<file path="src/rtl/fuzz_pkg.sv">
// fuzz_pkg: shared state, record layout and width constants for the fuzz report collector.
// FUZZ_TIMESTAMP_EN widens each record with a 16-bit capture timestamp in the top bits.
package fuzz_pkg;

    typedef enum logic [2:0] {
        StIdle,
        StRun,
        StCapture,
        StGap,
        StDone
    } fuzz_state_e;

    localparam int unsigned IP_W = 33;

    typedef struct packed {
        logic            timeout;
        logic            overflow;
        logic            mismatch;
        logic            hang;
        logic            crash;
        logic [IP_W-1:0] ip_output;
    } fuzz_rec_t;

    localparam int unsigned FLAG_CRASH    = 33;
    localparam int unsigned FLAG_HANG     = 34;
    localparam int unsigned FLAG_MISMATCH = 35;
    localparam int unsigned FLAG_OVERFLOW = 36;
    localparam int unsigned FLAG_TIMEOUT  = 37;

    localparam int unsigned BASE_REC_W = $bits(fuzz_rec_t);

`ifdef FUZZ_TIMESTAMP_EN
    localparam int unsigned TS_W  = 16;
    localparam int unsigned REC_W = BASE_REC_W + TS_W;
`else
    localparam int unsigned REC_W = BASE_REC_W;
`endif

    function automatic logic rec_flagged(input logic [BASE_REC_W-1:0] rec);
        return |rec[FLAG_TIMEOUT:FLAG_CRASH];
    endfunction

endpackage

</file>
<file path="src/rtl/fuzz_record_fifo.sv">
// fuzz_record_fifo: valid/ready record FIFO with wrap-bit pointers; push into a full FIFO
// succeeds only when a pop happens in the same cycle. Output reads zero while empty.
module fuzz_record_fifo #(
    parameter int unsigned DEPTH = 8,
    parameter int unsigned WIDTH = 38
) (
    input  logic             clk,
    input  logic             rst_n,
    input  logic             i_push,
    input  logic [WIDTH-1:0] i_wdata,
    input  logic             i_pop,
    output logic             o_valid,
    output logic             o_full,
    output logic [WIDTH-1:0] o_rdata
);

    localparam int unsigned AW = $clog2(DEPTH);

    logic [WIDTH-1:0] r_mem [DEPTH];
    logic [AW:0]      r_wptr;
    logic [AW:0]      r_rptr;
    logic             w_empty;
    logic             w_full;
    logic             w_do_pop;
    logic             w_do_push;

    assign w_empty   = (r_wptr == r_rptr);
    assign w_full    = (r_wptr[AW] != r_rptr[AW]) && (r_wptr[AW-1:0] == r_rptr[AW-1:0]);
    assign w_do_pop  = i_pop && !w_empty;
    assign w_do_push = i_push && (!w_full || w_do_pop);

    always_ff @(posedge clk or negedge rst_n) begin
        if (!rst_n) begin
            r_wptr <= '0;
            r_rptr <= '0;
        end else begin
            if (w_do_push) r_wptr <= r_wptr + 1'b1;
            if (w_do_pop)  r_rptr <= r_rptr + 1'b1;
        end
    end

    always_ff @(posedge clk) begin
        if (w_do_push) r_mem[r_wptr[AW-1:0]] <= i_wdata;
    end

    assign o_valid = !w_empty;
    assign o_full  = w_full;
    assign o_rdata = w_empty ? '0 : r_mem[r_rptr[AW-1:0]];

endmodule

</file>
<file path="src/rtl/fuzz_report_collector.sv">
// fuzz_report_collector: runs a fuzz campaign of run_count iterations and queues flagged results.
// Define FUZZ_TIMESTAMP_EN to append a free-running 16-bit capture timestamp to each record.
module fuzz_report_collector
    import fuzz_pkg::*;
#(
    parameter int unsigned FIFO_DEPTH  = 8,
    parameter int unsigned ACK_TIMEOUT = 255
) (
    input  logic             clk,
    input  logic             rst_n,
    input  logic             start,
    input  logic [15:0]      run_count,
    output logic             fuzz_enable,
    input  logic             fuzz_ack,
    input  logic             fuzz_crash,
    input  logic             fuzz_hang,
    input  logic             fuzz_mismatch,
    input  logic             fuzz_overflow,
    input  logic [32:0]      fuzz_ip_output,
    output logic             rec_valid,
    input  logic             rec_ready,
    output logic [REC_W-1:0] rec_data,
    output logic             busy,
    output logic             done,
    output logic [15:0]      fail_count,
    output logic [7:0]       drop_count
);

    localparam int unsigned WD_W = (ACK_TIMEOUT > 1) ? $clog2(ACK_TIMEOUT) : 1;
    localparam logic [WD_W-1:0] WD_LAST = WD_W'(ACK_TIMEOUT - 1);

    fuzz_state_e      r_state;
    logic [15:0]      r_run_count;
    logic [15:0]      r_iter;
    logic [WD_W-1:0]  r_wd;
    fuzz_rec_t        r_cap;
    logic             r_fuzz_enable;
    logic             r_busy;
    logic             r_done;
    logic [15:0]      r_fail;
    logic [7:0]       r_drop;

    logic             w_pop;
    logic             w_full;
    logic             w_push_req;
    logic             w_drop;
    logic [15:0]      w_iter_next;
    logic [REC_W-1:0] w_rec_wdata;

    assign w_pop       = rec_valid && rec_ready;
    assign w_push_req  = (r_state == StCapture) && rec_flagged(r_cap);
    // A full FIFO still accepts the record when the host pops in the same cycle.
    assign w_drop      = w_push_req && w_full && !w_pop;
    assign w_iter_next = r_iter + 16'd1;

    always_ff @(posedge clk or negedge rst_n) begin
        if (!rst_n) begin
            r_state       <= StIdle;
            r_run_count   <= '0;
            r_iter        <= '0;
            r_wd          <= '0;
            r_cap         <= '0;
            r_fuzz_enable <= 1'b0;
            r_busy        <= 1'b0;
            r_done        <= 1'b0;
            r_fail        <= '0;
            r_drop        <= '0;
        end else begin
            unique case (r_state)
                StIdle: begin
                    if (start) begin
                        r_run_count <= run_count;
                        r_iter      <= '0;
                        r_wd        <= '0;
                        if (run_count == 16'd0) begin
                            r_state <= StDone;
                            r_done  <= 1'b1;
                        end else begin
                            r_state       <= StRun;
                            r_fuzz_enable <= 1'b1;
                            r_busy        <= 1'b1;
                        end
                    end
                end
                StRun: begin
                    // Ack wins over a watchdog expiry landing in the same cycle.
                    if (fuzz_ack || (r_wd == WD_LAST)) begin
                        r_cap <= '{timeout:   !fuzz_ack,
                                   overflow:  fuzz_overflow,
                                   mismatch:  fuzz_mismatch,
                                   hang:      fuzz_hang,
                                   crash:     fuzz_crash,
                                   ip_output: fuzz_ip_output};
                        r_state       <= StCapture;
                        r_fuzz_enable <= 1'b0;
                        r_wd          <= '0;
                    end else begin
                        r_wd <= r_wd + 1'b1;
                    end
                end
                StCapture: begin
                    if (w_push_req && (r_fail != 16'hFFFF)) r_fail <= r_fail + 16'd1;
                    if (w_drop && (r_drop != 8'hFF))        r_drop <= r_drop + 8'd1;
                    r_iter <= w_iter_next;
                    if (w_iter_next == r_run_count) begin
                        r_state <= StDone;
                        r_busy  <= 1'b0;
                        r_done  <= 1'b1;
                    end else begin
                        r_state <= StGap;
                    end
                end
                StGap: begin
                    r_state       <= StRun;
                    r_fuzz_enable <= 1'b1;
                end
                StDone: begin
                    if (!start) begin
                        r_state <= StIdle;
                        r_done  <= 1'b0;
                    end
                end
                default: r_state <= StIdle;
            endcase
        end
    end

`ifdef FUZZ_TIMESTAMP_EN
    logic [TS_W-1:0] r_ts;

    always_ff @(posedge clk or negedge rst_n) begin
        if (!rst_n) r_ts <= '0;
        else        r_ts <= r_ts + 16'd1;
    end

    assign w_rec_wdata = {r_ts, r_cap};
`else
    assign w_rec_wdata = r_cap;
`endif

    fuzz_record_fifo #(
        .DEPTH (FIFO_DEPTH),
        .WIDTH (REC_W)
    ) u_fifo (
        .clk     (clk),
        .rst_n   (rst_n),
        .i_push  (w_push_req),
        .i_wdata (w_rec_wdata),
        .i_pop   (w_pop),
        .o_valid (rec_valid),
        .o_full  (w_full),
        .o_rdata (rec_data)
    );

    assign fuzz_enable = r_fuzz_enable;
    assign busy        = r_busy;
    assign done        = r_done;
    assign fail_count  = r_fail;
    assign drop_count  = r_drop;

endmodule

</file>
<file path="config.mk">
export PLATFORM = sky130hd
export DESIGN_NAME = fuzz_report_collector
export DESIGN_NICKNAME = d
export VERILOG_FILES = /design/src/rtl/fuzz_pkg.sv /design/src/rtl/fuzz_record_fifo.sv /design/src/rtl/fuzz_report_collector.sv
export SDC_FILE = /design/constraint.sdc
export NUM_CORES = 1
export LEC_CHECK = 0
export CORE_MARGIN = 2
export CORE_UTILIZATION = 43
export CTS_CLUSTER_SIZE = 10
export DETAILED_ROUTE_END_ITERATION = 12
export HOLD_SLACK_MARGIN = 0.02
export PLACE_DENSITY_LB_ADDON = 0.3
export SETUP_SLACK_MARGIN = 0.2
export SKIP_LAST_GASP = 1
export SLEW_MARGIN = 40
export SYNTH_ARGS = -nofsm -noshare
export SYNTH_HDL_FRONTEND = slang
export SYNTH_HIERARCHICAL = 1
export SYNTH_SLANG_ARGS = --single-unit
</file>
<file path="constraint.sdc">
create_clock -name clk -period 7 [get_ports clk]
set_input_delay 1.05 -clock clk [delete_from_list [all_inputs] [get_ports clk]]
set_output_delay 1.05 -clock clk [all_outputs]
set_load 0.02 [all_outputs]
</file>
==> results.py <==
metrics = {
    "placement": {
        "numPortBuffers": 123,
        "dpl_cell_area_mm2": 0.01912,
        "hpwl_um": 20440,
        "place_ws_ns": 3.203,
        "place_congestion": 0.7784,
    },
    "global_route": {
        "grt.total_usage_pct": 17.23,
        "antenna_found_initial": 0,
        "grt_max_degree": 65,
        "grt_pass1_vias": 9608,
        "grt_pass1_wl_um": 55210,
        "grt_remaining_overflow": 0,
    },
    "final_layout": {
        "utilization_pct": 51.95,
        "fin_area_mm2": 0.02059,
        "fill_cells": 3267,
        "diodes": 0,
        "nets": 1209,
        "area_growth_pct": 19.38,
        "layout-drive-gt1-share_pct": 20.32,
    },
    "clock_network": {
        "post_cts_resized": 0,
        "cts-root-buf": "clkbuf_16",
        "post_cts_buffers": 0,
        "clk_pin_slew_ns": 0.05,
        "clk-insertion-delay-late_ns": 0.59,
        "htreeDepth": 2,
        "ctsLongestPathBuffers": 3,
        "cts_tree": "yes",
        "numCtsBuffers": 49,
        "postCtsHoldBufs": 0,
        "cts_sinks": 420,
    },
    "timing": {
        "skew_ns": 0.02886,
        "fin_crit_sh_pct": 61.91,
        "fmax_mhz": 230.7,
        "rsz0062_at_grt": "false",
        "setup_violations": 0,
        "fin_ws_ns": 2.666,
        "maxSlewHeadroom_pct": 43.66,
        "period_needed_ns": 4.334,
        "finalHoldViolations": 0,
        "worst_pin_slew_ns": 0.8431,
        "fin_setup_tns_ns": 0,
        "drv_slew": 0,
    },
    "setup_path": {
        "criticalPathCategory": "flip-flop to primary output",
        "critPathMaxFanout": 28,
        "cp-startpoint": "u_fifo/r_rptr[0]",
        "cp.required_ns": 5.95,
        "worst_r2r_endpoint": "u_fifo/r_mem[5][19]",
        "reg2reg_depth": 8,
        "arrival_ns": 3.28,
        "rr_startpoint": "u_fifo/r_rptr[3]",
        "crit_end": "rec_data[34]",
        "worst_setup_path_start_kind": "flip-flop",
        "crit_path_end_kind": "primary output",
        "rrSetupSlack_ns": 3.48,
    },
    "floorplanning": {
        "start_util_pct": 43.52,
        "die_h_um": 204.3,
        "pin_count": 124,
        "rows": 73,
        "die_w_um": 204.3,
        "dieArea_mm2": 0.04174,
        "core-area_mm2": 0.03964,
    },
    "yosys": {
        "synth-edff-count": 304,
        "ys_types": 63,
        "ys_seq_area_share_pct": 69.74,
        "synth.avg_cell_area_um2": 17.25,
        "async_reset_ff_share_pct": 27.62,
        "ys_warn_count": 6,
        "syn_inst": 1000,
        "ys.flop_type": "edfxtp_1",
        "synthesis.area_mm2": 0.01725,
        "synth_fp_nets": 1065,
        "ys_seq_elements": 420,
    },
    "pwr": {
        "p_per_area_mw_per_mm2": 427.1,
        "leakage_nw": 7.208,
        "max-vdd-ir-drop_mv": 0.3235,
        "total_power_mw": 8.795,
    },
    "route": {
        "wire_per_inst_um": 20.53,
        "drtAntennaViolNets": 0,
        "via_per_inst": 5.421,
        "drt_wl_total_um": 35030,
        "drt_iter0_drc": 511,
        "vias": 9249,
        "drc_errors": 0,
        "drt_pass1_iterations": 5,
    },
    "outcome": {
        "status": "finished, final reports clean",
    },
    "min_path": {
        "hold_class": "input pin to asynchronous set/reset pin",
    },
    "flow_run": {
        "maxCapViolCount": 0,
    },
}
-- placed cells by master (no fill, tap or decap), types with 36 or more instances in the layout --
cell,synthesis,final
nand2_1,37,37
nor2_1,71,66
clkdlybuf4s50_1,0,122
o21ai_0,36,36
edfxtp_1,304,304
dfrtp_1,116,113
clkbuf_16,0,49
mux2_2,56,56
mux2i_1,40,40
mux4_2,76,76
-- cells in the mapped netlist, types with 2 or more instances --
master | count | area, µm²
a31oi_1 | 3 | 18.77
nor2b_1 | 3 | 18.77
nor3b_1 | 2 | 15.01
dfrtp_1 | 116 | 2903
buf_2 | 19 | 95.09
xnor2_1 | 34 | 297.8
buf_8 | 2 | 30.03
clkbuf_1 | 15 | 56.30
or3_1 | 3 | 18.77
a21oi_1 | 11 | 55.05
o31ai_1 | 6 | 45.04
nand3_2 | 2 | 20.02
nand2b_1 | 2 | 12.51
mux4_2 | 76 | 1712
mux2i_1 | 40 | 400.4
and2_1 | 3 | 18.77
nor4_1 | 9 | 56.30
edfxtp_1 | 304 | 9129
xor2_1 | 14 | 122.6
and4_1 | 6 | 52.55
o41ai_1 | 3 | 26.28
nand4_1 | 17 | 106.4
or4_1 | 4 | 30.03
buf_6 | 3 | 33.78
and3_1 | 10 | 62.56
nand2_1 | 37 | 138.9
buf_1 | 3 | 11.26
nor2_1 | 71 | 266.5
nand3_1 | 21 | 105.1
o21ai_0 | 36 | 180.2
ha_1 | 7 | 87.58
nor3_1 | 11 | 55.05
xnor2_2 | 4 | 65.06
mux2_2 | 56 | 630.6
buf_4 | 8 | 60.06
o21ai_1 | 2 | 10.01
inv_1 | 11 | 41.29
-- cells by family (layout without fill, tap and decap cells) --
| family | after synthesis | in the layout | synth area share (%) |
|---|---|---|---|
| flops | 420 | 420 | 69.74 |
| simple gates | 206 | 206 | 6.041 |
| mux | 173 | 173 | 15.96 |
| compound gates | 80 | 80 | 3.010 |
| buf+inv | 62 | 243 | 1.922 |
| xor+xnor | 52 | 52 | 2.814 |
| fa+ha+maj | 7 | 7 | 0.5077 |
-- worst min path at each step --
stage	from	end	slack, ns	cells after the start
6_report	rst_n	fail_count[7]	0.45	1
5_1_grt	rst_n	fail_count[9]	0.46	1
4_1_cts	rst_n	fail_count[9]	0.44	1
3_5_place_dp	r_wd[4]	r_wd[4]	0.46	1
3_3_place_gp	r_wd[4]	r_wd[4]	0.46	1
2_1_floorplan	r_wd[4]	r_wd[4]	0.44	1
-- routing by layer --
layer / part of all wire, % / vias to the layer above / wire, µm / track usage, %
met5: 0 / - / 0 / 0
met4: 2.4 / 0 / 825 / 5.461
met3: 6.0 / 57 / 2110 / 3.970
met2: 47 / 242 / 16550 / 27.29
met1: 44 / 4754 / 15540 / 23.74
li1: - / 4196 / - / -
-- area by class of cell --
type | instances | area [µm²] | area share [%]
Timing Repair Buffer | 143 | 1436 | 6.974
Sequential cell | 420 | 12040 | 58.46
Clock buffer | 81 | 1366 | 6.634
Clock inverter | 7 | 86.33 | 0.4192
Tap cell | 525 | 656.9 | 3.190
Inverter | 12 | 45.04 | 0.2187
Multi-Input combinational cell | 518 | 4964 | 24.10
-- per-stage QoR --
stage,hold slack [ns],std cells
2_1_floorplan,0.4370,1000
3_3_place_gp,0.4589,1614
3_5_place_dp,0.4636,1617
4_1_cts,0.4426,1705
5_1_grt,0.4611,1706
6_report,0.4479,1706
-- where the power goes --
group	leakage (nW)	switching [mW]	total, mW	internal (mW)
combinational	2.32	1.35	2.71	1.36
clock	0.692	0.957	2.29	1.33
sequential	4.19	0.487	3.79	3.31
-- registers in the layout (all words and copies together), names as in the netlist --
register / flops
busy: 1
done: 1
drop_count: 8
fail_count: 16
fuzz_enable: 1
r_cap: 38
r_iter: 16
r_run_count: 16
r_state: 3
r_wd: 8
u_fifo/r_mem: 304
u_fifo/r_rptr: 4
u_fifo/r_wptr: 4
-- worst max-delay path, stage by stage (launching register included) --
cell,delay [ns]
dfrtp_4,0.63
buf_4,0.55
mux4_2,0.58
mux2i_1,0.30
nor2_1,0.07
clkdlybuf4s50_1,0.56
(Power assumes the default switching activity.)
